`config.mk`:
```
export PLATFORM = sky130hd
export DESIGN_NAME = pipe_stage_fifo
export DESIGN_NICKNAME = d
export VERILOG_FILES = /design/src/rtl/pipe_stage_fifo.sv
export SDC_FILE = /design/constraint.sdc
export NUM_CORES = 1
export LEC_CHECK = 0
export ABC_CLOCK_PERIOD_IN_PS = 1600
export BUFFER_PORTS_ARGS = -buffer_cell sky130_fd_sc_hd__buf_2
export CORE_UTILIZATION = 54
export DETAILED_ROUTE_END_ITERATION = 10
export PLACE_DENSITY_LB_ADDON = 0.15
export REMOVE_ABC_BUFFERS = 1
export SYNTH_ARGS = -nofsm -noshare
export SYNTH_HDL_FRONTEND = slang
export SYNTH_SLANG_ARGS = --single-unit
export TNS_END_PERCENT = 20
```
`constraint.sdc`:
```
create_clock -name clk -period 1.6 [get_ports clk]
set_input_delay 0.16 -clock clk [delete_from_list [all_inputs] [get_ports clk]]
set_output_delay 0.16 -clock clk [all_outputs]
set_load 0.01 [all_outputs]
```
`src/rtl/pipe_stage_fifo.sv`:
```
// Registered-output ready/valid FIFO stage with DEPTH entries; no combinational path between sides.
// Optional flush is compiled in with PIPE_STAGE_FLUSH_EN; otherwise the flush port is ignored.
module pipe_stage_fifo #(
    parameter  int DATA_W = 32,
    parameter  int DEPTH  = 2,
    localparam int PTR_W  = $clog2(DEPTH),
    localparam int CNT_W  = $clog2(DEPTH) + 1
) (
    input  logic              clk,
    input  logic              rst,
    input  logic              flush,
    input  logic              s_valid,
    output logic              s_ready,
    input  logic [DATA_W-1:0] s_data,
    output logic              m_valid,
    input  logic              m_ready,
    output logic [DATA_W-1:0] m_data,
    output logic [CNT_W-1:0]  count
);

    logic [DEPTH-1:0][DATA_W-1:0] mem;
    logic [PTR_W-1:0]             wr_ptr;
    logic [PTR_W-1:0]             rd_ptr;
    logic                         push;
    logic                         pop;
    logic                         do_flush;

`ifdef PIPE_STAGE_FLUSH_EN
    assign do_flush = flush;
`else
    localparam logic FLUSH_EN = 1'b0;
    assign do_flush = flush & FLUSH_EN;
`endif

    // Ready/valid derive only from occupancy, so neither side sees the other combinationally.
    assign s_ready = (count != CNT_W'(DEPTH));
    assign m_valid = (count != '0);
    assign push    = s_valid & s_ready;
    assign pop     = m_valid & m_ready;
    assign m_data  = mem[rd_ptr];

    always_ff @(posedge clk) begin
        if (rst) begin
            mem    <= '0;
            wr_ptr <= '0;
            rd_ptr <= '0;
            count  <= '0;
        end else if (do_flush) begin
            // Storage is left as-is; zero occupancy already hides it.
            wr_ptr <= '0;
            rd_ptr <= '0;
            count  <= '0;
        end else begin
            if (push) begin
                mem[wr_ptr] <= s_data;
                wr_ptr      <= wr_ptr + PTR_W'(1);
            end
            if (pop)
                rd_ptr <= rd_ptr + PTR_W'(1);
            case ({push, pop})
                2'b10:   count <= count + CNT_W'(1);
                2'b01:   count <= count - CNT_W'(1);
                default: ;
            endcase
        end
    end

endmodule

```
==> impl_metrics.env <==
export IMPL_gp_congestion=0.745
export IMPL_syn_inst=341
export IMPL_start_util_pct=57.7
export IMPL_cpMaxStageDelayCell="dfxtp_2"
export IMPL_post_dp_hpwl_mm=4.30
export IMPL_hold_buffers=0
export IMPL_cts_root_buf="clkbuf_8"
export IMPL_routed_via_count=2501
export IMPL_fin_skew_ns=0.00764
export IMPL_clock_path_buffers=2
export IMPL_final_nets=446
export IMPL_cts_buffers=9
export IMPL_synth_warnings=0
export IMPL_io_buffer_count=71
export IMPL_seq_power_share_pct=41.0
export IMPL_intPower_mw=3.40
export IMPL_floorplan_core_area_mm2=0.00564
export IMPL_synth_seq_area_share_pct=41.8
export IMPL_reg2reg_depth=6
export IMPL_hold_end="mem[29]$_SDFFE_PP0P_"
export IMPL_fin_crit_ns=1.57
export IMPL_rsz0062_at_grt="yes"
export IMPL_hold_path_class="input pin to register"
export IMPL_syn_to_final_growth_pct=18.7
export IMPL_grt_max_degree=101
export IMPL_cp_depth=3
export IMPL_r2r_end="count[1]$_SDFFE_PP0P_"
export IMPL_drc=0
export IMPL_io_pins=73
export IMPL_syn_cell_area_mm2=0.00325
export IMPL_synth_area_leaders="dfxtp_1 (42%), nand2b_1 (13%), mux2_2 (11%)"
export IMPL_synthFlopType="dfxtp_1"
export IMPL_crit_fanout=10
export IMPL_grt_overflow=0
export IMPL_die_w_um=79.6
export IMPL_num_antenna_cells=0
export IMPL_r2r_start="count[1]$_SDFFE_PP0P_"
export IMPL_grt_pass1_vias=2472
export IMPL_gr_usage_all_layers_pct=23.0
export IMPL_tritoncts="yes"
export IMPL_grt_pass1_wl_mm=11.1
export IMPL_h_tree_depth=3
export IMPL_crit_family="flip-flops"
export IMPL_slew_violations=0
export IMPL_status="complete, no violations"
export IMPL_vdd_drop_max_mv=0.722
export IMPL_firstDrtPassIters=4
export IMPL_cp_cell_sequence="buf_4 -> mux2_2 -> buf_2"
export IMPL_drive_gt1_share_pct=32.9
export IMPL_power_frac_clock_pct=27.1
export IMPL_async_flop_share_pct=0
export IMPL_clkTransAtPathRegs_ns=0.08
export IMPL_finalSetupTns_ns=0
export IMPL_cap_violations=0
export IMPL_holdPathStages=3
export IMPL_dieArea_mm2=0.00634
export IMPL_rrSetupSlack_ns=0.11
export IMPL_synth_top_cell_area_share_pct=41.8
export IMPL_postSynthAreaPerCell_um2=9.54
export IMPL_power_density_mw_per_mm2=1290
export IMPL_critPathMaxStageDelay_ns=0.37
export IMPL_synth_top_area_cell="dfxtp_1"
export IMPL_via_per_inst=5.16
export IMPL_clk_latency_ns=0.34
export IMPL_rows=27
export IMPL_p_sw_mw=1.58
export IMPL_path_buf_inv=2
export IMPL_final_area_mm2=0.00386
export IMPL_p_leak_nw=1.67
export IMPL_yosysMostFrequentCell="dfxtp_1"
export IMPL_synth_edff_count=0
export IMPL_critPathLaunchType="register"
export IMPL_synth_cell_types=25
export IMPL_cts_sinks=68
export IMPL_antenna_found_initial=0
export IMPL_setup_viol=0
export IMPL_die_h_um=79.6
export IMPL_timing_slew_headroom_pct=77.6
export IMPL_drtIter0Drc=143
export IMPL_max_freq_mhz=638
export IMPL_worstPathRequired_ns=1.44
export IMPL_ys_ff_latch=68
export IMPL_routed_wl_mm=6.64
export IMPL_postRouteAntennaNets=0
export IMPL_combPwrFrac_pct=32.0
export IMPL_fin_crit_sh_pct=98.0
export IMPL_worstPathArrival_ns=1.41
export IMPL_wl_per_cell_um=13.7
export IMPL_ys_top_cells_by_count="dfxtp_1 (68), nand2b_1 (66), o21ai_0 (63)"
export IMPL_crit_type="register to output pin"
export IMPL_netSwitchingFraction_pct=31.7
export IMPL_tightest_slew_ns=0.335
export IMPL_hold_start="s_data[29]"
export IMPL_hold_violations=0
export IMPL_worstSetupEndpointType="output pin"
export IMPL_dpl_cell_area_mm2=0.00367
power groups by stage:
stage                     combinational [mW]  clock, mW  sequential, mW
after floorplan                        0.883          0            2.14
after global placement                  1.57          0            2.06
after detailed placement                1.59          0            2.07
after CTS                               1.61       1.38            2.04
after global routing                    1.74       1.44            2.07
final                                   1.59       1.35            2.04
area by class of cell:
type | count | area [um^2]
clock buffers | 10 | 128
fillers | 477 | 1780
clock inverters | 6 | 55.1
repair buffers | 84 | 485
flip-flops and latches | 68 | 1360
well taps | 72 | 90.1
multi-input cells | 243 | 1730
inverters | 2 | 7.51
layer usage:
layer | global-route usage, % | wire length [um]
met2 | 39.2 | 3200
met4 | 11.5 | 121
met5 | 0 | 0
met1 | 26.9 | 3020
met3 | 5.14 | 293
what timing repair did:
| item | CTS | global route |
|---|---|---|
| setup endpoints to repair | 17 | 18 |
| resized for setup | 3 | 0 |
| endpoints found under the hold margin | 0 | 0 |
| buffers inserted | 0 | 0 |
stage by stage:
step           utilization [%]  total power, mW  worst slack [ns]  instances  hold slack [ns]
3_5_place_dp              65.1             3.66             0.104        469            0.444
3_3_place_gp              65.1             3.62             0.146        469            0.442
4_1_cts                   68.5             5.03            0.0117        485           0.0771
6_report                  68.5             4.98            0.0315        485           0.0857
2_1_floorplan                -             3.02            -0.215        313            0.229
5_1_grt                   68.5             5.25           -0.0260        485            0.109
worst min-delay path: stages:
cell	delay, ns
buf_2	0.09
nand2b_1	0.08
o21ai_1	0.06
sequential cells by signal, summed over array words and instances (netlist names):
| signal | flops |
|---|---|
| rd_ptr | 1 |
| count | 2 |
| wr_ptr | 1 |
| mem | 64 |
placed cells by master, fill, tap and decap left out:
cell type  instances
xnor2_1            2
and3_4             1
nand3_1            1
bufinv_16          1
ha_1               1
nor2_1             2
buf_8              1
or3_1              1
or2_2              1
clkinv_2           5
nor2b_4            1
buf_12             2
a21oi_1            2
dfxtp_2            1
inv_2              1
o21ai_0           63
o21ai_1            3
nand2_1            1
nand2b_1          66
mux2_2            32
inv_1              1
mux2i_1           32
clkbuf_1           1
o21a_1             1
clkbuf_8           9
dfxtp_1           67
buf_2             71
nor2b_1           32
buf_4             10
xor2_1             1
cell families after synthesis:
group	synth area share [%]
compound gates	10.7
xor+xnor	0.808
fa+ha+maj	0.385
buf+inv	4.85
flops	41.8
mux	20.9
simple gates	20.5
worst max path at each step:
| stage | from | end |
|---|---|---|
| floorplan | count[1]$_SDFFE_PP0P_ | count[1]$_SDFFE_PP0P_ |
| global placement | count[1]$_SDFFE_PP0P_ | count[1]$_SDFFE_PP0P_ |
| detailed placement | count[1]$_SDFFE_PP0P_ | count[1]$_SDFFE_PP0P_ |
| CTS | rd_ptr$_SDFFE_PP0P_ | m_data[12] |
| global route | rd_ptr$_SDFFE_PP0P_ | m_data[10] |
| finish | rd_ptr$_SDFFE_PP0P_ | m_data[12] |
(Power assumes the default switching activity.)
